$ cat src/rtl/sp_ram_pkg.sv
// Shared widths and enums for the single-port RAM FIFO controller.
package sp_ram_pkg;

    localparam int DEF_DATA_W = 8;
    localparam int DEF_ADDR_W = 3;

    typedef enum logic [1:0] {GNT_IDLE, GNT_WR, GNT_RD} gnt_e;
    typedef enum logic {PRI_RD, PRI_WR} pri_e;

endpackage

$ cat src/rtl/sp_ram_fifo_ctrl.sv
// FIFO controller driving a single-port RAM: one RAM access per cycle,
// with the head word held in a registered output stage.
module sp_ram_fifo_ctrl
    import sp_ram_pkg::*;
#(
    parameter int DATA_W = DEF_DATA_W,
    parameter int ADDR_W = DEF_ADDR_W
) (
    input  logic              clk,
    input  logic              rst_n,
    input  logic [DATA_W-1:0] in_data,
    input  logic              in_valid,
    output logic              in_ready,
    output logic [DATA_W-1:0] out_data,
    output logic              out_valid,
    input  logic              out_ready,
    output logic              ram_wr,
    output logic              ram_rd,
    output logic [ADDR_W-1:0] ram_addr,
    output logic [DATA_W-1:0] ram_wdata,
    input  logic [DATA_W-1:0] ram_rdata,
    output logic [ADDR_W:0]   level
);

    localparam int             DEPTH    = 2 ** ADDR_W;
    localparam logic [ADDR_W:0] FULL_CNT = (ADDR_W + 1)'(DEPTH);

    // Both streams use valid/ready: a transfer happens on an edge where
    // valid && ready are both high; valid must not depend on ready.

    logic [ADDR_W-1:0] wr_ptr;
    logic [ADDR_W-1:0] rd_ptr;
    logic [ADDR_W:0]   ram_cnt;
    pri_e              pri;
    gnt_e              gnt;
    logic              want_rd;
    logic              want_wr;

    assign want_rd = (ram_cnt != '0) && (!out_valid || out_ready);
    assign want_wr = in_valid && (ram_cnt != FULL_CNT);

    always_comb begin
        gnt = GNT_IDLE;
        if (!rst_n) begin
            gnt = GNT_IDLE;
        end else if (want_rd && want_wr) begin
            gnt = (pri == PRI_RD) ? GNT_RD : GNT_WR;
        end else if (want_rd) begin
            gnt = GNT_RD;
        end else if (want_wr) begin
            gnt = GNT_WR;
        end
    end

    assign in_ready  = (ram_cnt != FULL_CNT) && (!want_rd || pri == PRI_WR);
    assign ram_wr    = (gnt == GNT_WR);
    assign ram_rd    = (gnt == GNT_RD);
    assign ram_addr  = (gnt == GNT_WR) ? wr_ptr : rd_ptr;
    assign ram_wdata = in_data;
    assign level     = ram_cnt + (ADDR_W + 1)'(out_valid);

    always_ff @(posedge clk) begin
        if (!rst_n) begin
            wr_ptr    <= '0;
            rd_ptr    <= '0;
            ram_cnt   <= '0;
            out_valid <= 1'b0;
            out_data  <= '0;
            pri       <= PRI_RD;
        end else begin
            case (gnt)
                GNT_WR: begin
                    wr_ptr  <= wr_ptr + 1'b1;
                    ram_cnt <= ram_cnt + 1'b1;
                    if (out_valid && out_ready) out_valid <= 1'b0;
                end
                GNT_RD: begin
                    out_data  <= ram_rdata;
                    out_valid <= 1'b1;
                    rd_ptr    <= rd_ptr + 1'b1;
                    ram_cnt   <= ram_cnt - 1'b1;
                end
                default: begin
                    if (out_valid && out_ready) out_valid <= 1'b0;
                end
            endcase
            // The arbiter only moves when both sides actually compete.
            if (want_rd && want_wr) begin
                pri <= (pri == PRI_RD) ? PRI_WR : PRI_RD;
            end
        end
    end

endmodule

$ cat config.mk
export PLATFORM = sky130hd
export DESIGN_NAME = sp_ram_fifo_ctrl
export DESIGN_NICKNAME = d
export VERILOG_FILES = /design/src/rtl/sp_ram_pkg.sv /design/src/rtl/sp_ram_fifo_ctrl.sv
export SDC_FILE = /design/constraint.sdc
export NUM_CORES = 1
export LEC_CHECK = 0
export BUFFER_PORTS_ARGS = -buffer_cell sky130_fd_sc_hd__buf_2
export CORE_MARGIN = 2
export CORE_UTILIZATION = 41
export DETAILED_ROUTE_END_ITERATION = 16
export GPL_ROUTABILITY_DRIVEN = 0
export PLACE_DENSITY_LB_ADDON = 0.08
export SLEW_MARGIN = 0
export SYNTH_ARGS = -nofsm -noshare
export SYNTH_HDL_FRONTEND = slang
export SYNTH_SLANG_ARGS = --single-unit
$ cat constraint.sdc
create_clock -name clk -period 2.6 [get_ports clk]
set_input_delay 0.13 -clock clk [delete_from_list [all_inputs] [get_ports clk]]
set_output_delay 0.13 -clock clk [all_outputs]
set_load 0.02 [all_outputs]
* Word-level counts from Yosys, hierarchy flattened *
Cells that the tools add are included.

storage, ports and cells
  output and inout port bits = 27
  bits in registers = 20

cells by class
  add/subtract/negate cells = 5
  reduce and logical (&&, ||, !) cells = 12
  eq/ne operators = 3
  mux-type cells = 10

operators by type and width
  cell                                              number
  two-way mux 2 bit                                 4
  one-hot mux 4 bit (2 select lines)                1
  adder 3 x 1 -> 3 bit, second input constant       2
  logical AND 1 bit                                 5
  adder 4 x 1 -> 4 bit                              1
  adder 4 x 1 -> 4 bit, second input constant       1
  two-way mux 1 bit                                 4
  != test 4 bit, second input constant              1
  nonzero test 2 bit                                2
  nonzero test 4 bit                                1
  subtractor 4 x 1 -> 4 bit, second input constant  1
  two-way mux 3 bit                                 1
  == test 2 x 1 -> 1 bit, second input constant     1
  == test 2 bit, second input constant              1
  logical NOT 1 bit                                 2
  logical OR 1 bit                                  2

* Logic depth before layout (Yosys ltp) *
Gate-level depths: netlist (run 1).

  depth in word-level cells = 8
  gate-level depth with buffers = 11
  depth with buffers taken out = 11

* Worst setup path before layout (run 1) *
OpenSTA, ideal clock, no wires.

  path kind = register to register
  start point = register ram_cnt[0]
  end point = register ram_cnt[3]
  arrival time = 2693 ps
  stages on the path, launching flop included = 11
  buffers on the path = 0
  setup time = 71 ps
  setup slack = -164 ps
  cells stage by stage = dfxtp_1 > or3_1 > o21ai_1 > nor2_1 > or2_1 > ha_1 > ha_1 > a21oi_1 > a21oi_1 > or4_1 > a21oi_1

between the ends
  longest elaborated chain between the ends = 8

RTL lines
  item                                                                             line                    RTL
  start: declaration                                                               sp_ram_fifo_ctrl.sv:33  logic [ADDR_W:0] ram_cnt;
  start signal: assignment                                                         sp_ram_fifo_ctrl.sv:74  ram_cnt <= ram_cnt + 1'b1;
  start signal: assignment                                                         sp_ram_fifo_ctrl.sv:81  ram_cnt <= ram_cnt - 1'b1;
  != test 4 bit                                                                    sp_ram_fifo_ctrl.sv:40  assign want_wr = in_valid && (ram_cnt != FULL_CNT);
  logical AND 1 bit                                                                sp_ram_fifo_ctrl.sv:40
  two-way mux 1 bit                                                                sp_ram_fifo_ctrl.sv:50  end else if (want_wr) begin
  two-way mux 2 bit                                                                sp_ram_fifo_ctrl.sv:48  end else if (want_rd) begin
  two-way mux 2 bit *                                                              sp_ram_fifo_ctrl.sv:46  end else if (want_rd && want_wr) begin
  two-way mux 2 bit *                                                              sp_ram_fifo_ctrl.sv:44  if (!rst_n) begin
  == test 2 bit *                                                                  n/a
  net ram_rd                                                                       sp_ram_fifo_ctrl.sv:18  output logic ram_rd,
  one-hot mux 4 bit (2 select lines) / nonzero test 2 bit (equally long branches)  n/a

Mark *: on every way through the listed nets, which the timed path passes. The rest lies on a longest branch.
A chain may end at the register's enable or synchronous reset.

* Worst setup path in the final report (run 1) *
  start point = register ram_cnt[1]
  end point = register ram_cnt[3]

between the ends
  longest elaborated chain between the ends = 8

RTL lines
  item                                                                             line                    RTL
  != test 4 bit                                                                    sp_ram_fifo_ctrl.sv:40
  logical AND 1 bit                                                                sp_ram_fifo_ctrl.sv:40
  two-way mux 1 bit                                                                sp_ram_fifo_ctrl.sv:50
  two-way mux 2 bit                                                                sp_ram_fifo_ctrl.sv:48
  two-way mux 2 bit                                                                sp_ram_fifo_ctrl.sv:46
  two-way mux 2 bit                                                                sp_ram_fifo_ctrl.sv:44
  == test 2 bit / == test 2 x 1 -> 1 bit (equally long branches)                   sp_ram_fifo_ctrl.sv:71  case (gnt)
  one-hot mux 4 bit (2 select lines) / nonzero test 2 bit (equally long branches)  n/a

Parallel ways exist; a longest one is shown, timed or not.

==> results of run 1 <==
## cell families (layout without fill, tap and decap cells)
logic type               count (synthesis)  after routing  share of synthesized area
AO/OA/AOI/OAI                           10             10                     0.0524
XOR/XNOR                                 9              9                     0.0751
adder cells (fa/ha/maj)                  9              9                      0.114
buffers and inverters                   17             46                     0.0906
flip-flops                              20             20                      0.381
multiplexers                            13             13                      0.128
AND/OR/NAND/NOR                         37             37                      0.159
## cell usage after synthesis (all sizes together), types with 2 or more instances
master  count  share of area
a21oi       7          0.033
and3        2          0.012
buf         9          0.062
clkbuf      3          0.011
dfxtp      20           0.38
ha          8          0.095
inv         5          0.018
mux2        3          0.032
mux2i      10          0.095
nand2       4          0.014
nand3       4          0.024
nor2       22          0.079
xnor2       3          0.025
xor2        6          0.050
## layout make-up
cell class / count / area [sq um] / share of cell area
Multi-Input combinational cell: 78 / 646 / 0.480
Sequential cell: 20 / 403 / 0.300
Timing Repair Buffer: 37 / 203 / 0.151
Tap cell: 30 / 37.5 / 0.0279
Clock buffer: 4 / 36.3 / 0.0270
Inverter: 5 / 18.8 / 0.0140
## critical path, stage by stage (launching register included)
cell and delay, ns:
dfxtp_2 0.34, or3_4 0.40, o21ai_4 0.16, nor2_2 0.06
or2_1 0.24, ha_4 0.19, ha_4 0.30, nand3_4 0.08
and3_4 0.18, or4_4 0.41, a21oi_2 0.11
## metrics by stage
step / power, mW / instances / instance area (sq um) / setup WS [ns] / hold WS, ns
6_report: 1.59 / 174 / 1340 / 0.0664 / 0.0557
5_1_grt: 1.72 / 174 / 1340 / -0.0415 / 0.0563
4_1_cts: 1.46 / 173 / 1260 / 0.0120 / 0.0494
3_5_place_dp: 1.27 / 169 / 1220 / 0.0172 / 0.260
3_3_place_gp: 1.24 / 169 / 1220 / 0.0750 / 0.260
2_1_floorplan: 1.06 / 115 / 1060 / 0.0171 / 0.277
## layer usage
layer  vias to the layer above  share of wire  global-route usage
met4                         0          0.012              0.0917
li1                        431              -                   -
met5                         -              0                   0
met3                         6          0.060              0.0328
met2                        26           0.49               0.272
met1                       397           0.44               0.196
## worst paths after layout
check                           start                  endpoint  slack, ns  cells past startpoint
max reg2reg   ram_cnt[1]$_SDFFE_PN0P_   ram_cnt[3]$_SDFFE_PN0P_       0.07                     10
min reg2reg  out_data[0]$_SDFFE_PN0P_  out_data[0]$_SDFFE_PN0P_       0.50                      2
min                      ram_rdata[0]  out_data[0]$_SDFFE_PN0P_       0.06                      3
max           ram_cnt[1]$_SDFFE_PN0P_   ram_cnt[3]$_SDFFE_PN0P_       0.07                     10
## power by group through the flow
stage	Combinational, mW	Clock (mW)	Sequential [mW]
after global routing	1.06	0.202	0.458
after CTS	0.838	0.188	0.439
after detailed placement	0.829	0	0.444
after floorplan	0.562	0	0.496
after global placement	0.802	0	0.442
final	0.963	0.182	0.446
## sequential cells by signal, summed over array words and instances, names as in the netlist
| name | count |
|---|---|
| rd_ptr | 3 |
| out_data | 8 |
| ram_cnt | 4 |
| pri | 1 |
| out_valid | 1 |
| wr_ptr | 3 |
## repair_timing
| item | in CTS | in global routing |
|---|---|---|
| pin swaps | 0 | 6 |
| setup endpoints to repair | 1 | 2 |
| buffers inserted | 0 | 1 |
| gates resized for setup | 1 | 16 |
| cloned | 0 | 0 |
==> qor.yml, run 1 <==
outcome: "finished clean"
grt-ovfl-total: 0
antenna_found_initial: 0
intPower_mw: 0.911
irDropWorstVdd_mv: 0.703
grt_max_degree: 21
p_comb_frac: 0.605
rsz0062_at_grt: "true"
diodes: 0
numCtsBuffers: 3
htree_levels: 1
worst_pin_slew_ns: 0.644
mostFrequentLayoutCells: "buf_2 (30), nor2_1 (21), dfxtp_1 (18), mux2i_1 (10), buf_4 (7)"
drc_errors: 0
p_sw_frac: 0.428
port_buffers: 30
io_pins: 47
final_nets: 174
start_kind: "register"
clock_skew_ns: 0.00258
hold_viol: 0
critPathKind: "reg2reg"
ys_ff_latch: 20
worstHoldPathType: "in2reg"
synth_ff_type: "dfxtp_1"
synthToLayoutAreaGrowth_pct: 28.0
clk_pin_slew_worst_paths_ns: 0.11
p_leak_nw: 0.616
synth.distinct_cells: 25
rows: 18
end_kind: "register"
dieArea_sq_um: 2980
p_switching_mw: 0.680
yosysSeqAreaShare: 0.381
synth_edf_count: 0
place_hpwl_um: 1580
root_buffer: "clkbuf_4"
drv_cap: 0
wirelength_um: 2200
p_per_area_nw_per_um2: 1180
drt_iter0_drc: 10
grt_pass1_vias: 818
ys_warn_count: 0
cp_max_fo: 4
p_seq_frac: 0.280
cp_data_arrival_time_ns: 2.77
timing.fmax_mhz: 395
nFillCells: 241
synthArstFlopShare: 0
die_h_um: 54.6
insertion_delay_ns: 0.30
fp.dieW_um: 54.6
layout-drive-gt1-share: 0.403
slew_headroom: 0.570
ant_nets: 0
syn_inst: 115
fin_util: 0.547
cp.required_ns: 2.84
slew_violations: 0
syn_area_per_cell_sq_um: 9.13
drt_first_pass_iters: 4
cts_sinks: 20
final_common_cell: "buf_2"
synth_nets: 144
viasPerCell: 4.94
post-route-period-util: 0.974
cts_tree: "done"
coreArea_sq_um: 2450
setup_viol: 0
finalCriticalPeriod_ns: 2.53
cts.hold.buffers_added: 0
initial_core_util: 0.428
grt_usage: 0.164
synth_area_sq_um: 1050
wire_per_inst_um: 12.6
grt_pass1_wl_um: 3450
fin_setup_tns_ns: 0
p_clk_frac: 0.114
clockBufferDepth: 2
num_vias: 860
Note: power is estimated with default switching activity, not from simulation.
==> inputs of run 2 (changes only) <==
--- a/config.mk
+++ b/config.mk
@@ -7,9 +7,8 @@
 export LEC_CHECK = 0
 export BUFFER_PORTS_ARGS = -buffer_cell sky130_fd_sc_hd__buf_2
 export CORE_MARGIN = 2
-export CORE_UTILIZATION = 41
+export CORE_UTILIZATION = 46
 export DETAILED_ROUTE_END_ITERATION = 16
-export GPL_ROUTABILITY_DRIVEN = 0
 export PLACE_DENSITY_LB_ADDON = 0.08
 export SLEW_MARGIN = 0
 export SYNTH_ARGS = -nofsm -noshare
==> constraint.sdc (replaced) <==
create_clock -name clk -period 2.4 [get_ports clk]
set_input_delay 0.12 -clock clk [delete_from_list [all_inputs] [get_ports clk]]
set_output_delay 0.12 -clock clk [all_outputs]
set_load 0.02 [all_outputs]
==> run 2 against run 1 <==
Net effect:
- the run now ends with setup timing left
- first-iteration DRC count is 40% lower
- clock skew is essentially flat
- hold slack got worse by 0.013 ns
- cell area up 14%
- largest power group unchanged
==> qor.yml, run 2 (same netlist as run 1, synthesis figures left out) <==
outcome: "complete, but fails checks"
final_common_cell: "buf_2"
critPathKind: "reg2reg"
insertion_delay_ns: 0.30
grt_usage: 0.192
ant_nets: 0
num_vias: 929
cts.hold.buffers_added: 0
clk_pin_slew_worst_paths_ns: 0.12
slew_headroom: 0.581
p_leak_nw: 0.715
cp_max_fo: 4
setup_viol: 3
grt_pass1_vias: 879
cts_sinks: 20
top_regs: "out_data (8), ram_cnt (4)"
synthToLayoutAreaGrowth_pct: 45.6
wirelength_um: 2320
worst_slack_ns: -0.220
gp_congestion: 0.678
htree_levels: 1
end_kind: "register"
wire_per_inst_um: 12.3
finalCriticalPeriod_ns: 2.62
regMostFlops: "out_data"
place_area_sq_um: 1290
post-route-period-util: 1.09
cp.required_ns: 2.64
drc_errors: 0
dp.cells: 175
worst_pin_slew_ns: 0.628
clock_skew_ns: 0.00240
grt_max_degree: 21
clockBufferDepth: 2
rows: 17
viasPerCell: 4.92
grt-ovfl-total: 0
port_buffers: 30
violations: "setup timing"
slew_violations: 0
initial_core_util: 0.479
hold_viol: 0
worstRegToRegCells: 10
place_hpwl_um: 1580
rsz0062_at_grt: "true"
design_area_sq_um: 1530
antenna_found_initial: 0
layout.cells.non_filler: 189
io_pins: 47
p_per_area_nw_per_um2: 1340
largest_register_ffs: 8
root_buffer: "clkbuf_4"
drt_iter0_drc: 6
numCtsBuffers: 3
coreArea_sq_um: 2190
timing.fmax_mhz: 382
diodes: 0
worstHoldPathType: "in2reg"
mostFrequentLayoutCells: "buf_2 (30), buf_4 (23), nor2_1 (21), dfxtp_1 (17), mux2i_1 (10)"
die_h_um: 51.8
nFillCells: 165
cp_data_arrival_time_ns: 2.86
grt_pass1_wl_um: 3720
cts_tree: "done"
min_path_cells: 3
start_kind: "register"
irDropWorstVdd_mv: 0.881
dieArea_sq_um: 2680
drt_first_pass_iters: 3
fp.dieW_um: 51.8
final_nets: 191
layout-drive-gt1-share: 0.509
drv_cap: 0
run 2: timing repair:
item                       CTS  global route
setup endpoints to repair    6             6
gates resized for setup     16             9
pin swaps                    9             6
hold endpoints to repair     0             0
setup buffers                5             6
run 2: through the flow:
| stage | TNS (ns) | setup WS [ns] | hold WS, ns | power, mW | utilization |
|---|---|---|---|---|---|
| after global placement | -0.104 | -0.0678 | 0.240 | 1.47 | 0.591 |
| after CTS | -0.215 | -0.177 | 0.0339 | 1.93 | 0.660 |
| after floorplan | -0.0961 | -0.0961 | 0.267 | 1.18 | - |
| after global routing | -0.686 | -0.296 | 0.0368 | 2.20 | 0.698 |
| final | -0.317 | -0.220 | 0.0424 | 2.05 | 0.698 |
| after detailed placement | -0.251 | -0.158 | 0.240 | 1.50 | 0.591 |
run 2: path summary, 6_finish.rpt:
check / to / startpoint / slack (ns)
worst max register to register: ram_cnt[3]$_SDFFE_PN0P_ / ram_cnt[1]$_SDFFE_PN0P_ / -0.22
worst min-delay path: out_data[6]$_SDFFE_PN0P_ / ram_rdata[6] / 0.04
worst max-delay path: ram_cnt[3]$_SDFFE_PN0P_ / ram_cnt[1]$_SDFFE_PN0P_ / -0.22
worst min register to register: out_data[4]$_SDFFE_PN0P_ / out_data[4]$_SDFFE_PN0P_ / 0.51
run 2: cell type report:
class	count	area, sq um	area share
clock buffer	3	22.5	0.0147
clock inverter	1	30.0	0.0196
inverter	5	21.3	0.0139
multi-input combinational	78	676	0.442
sequential	20	407	0.266
tap	28	35.0	0.0229
timing repair buffer	54	338	0.221
run 2: report_power, final:
part / internal, mW / switching, mW / leakage [nW] / total [mW]
clock: 0.169 / 0.107 / 0.0279 / 0.276
combinational: 0.659 / 0.631 / 0.523 / 1.29
sequential: 0.423 / 0.0630 / 0.164 / 0.486
total: 1.25 / 0.801 / 0.715 / 2.05
run 2: per-layer routing:
metal / track usage / up-vias / share of wire
met5: 0 / - / 0
met1: 0.215 / 430 / 0.40
met3: 0.0431 / 10 / 0.050
met2: 0.331 / 25 / 0.53
met4: 0.114 / 0 / 0.022
li1: - / 464 / -
run 2: worst max-delay path, cell delays in order, from the launching register on:
cell     delay (ns)
dfxtp_2        0.34
or3_4          0.38
o21ai_2        0.13
nor2_1         0.07
or2_1          0.24
ha_4           0.20
ha_4           0.29
nand3_2        0.08
and3_4         0.19
or4_4          0.50
a21oi_4        0.14
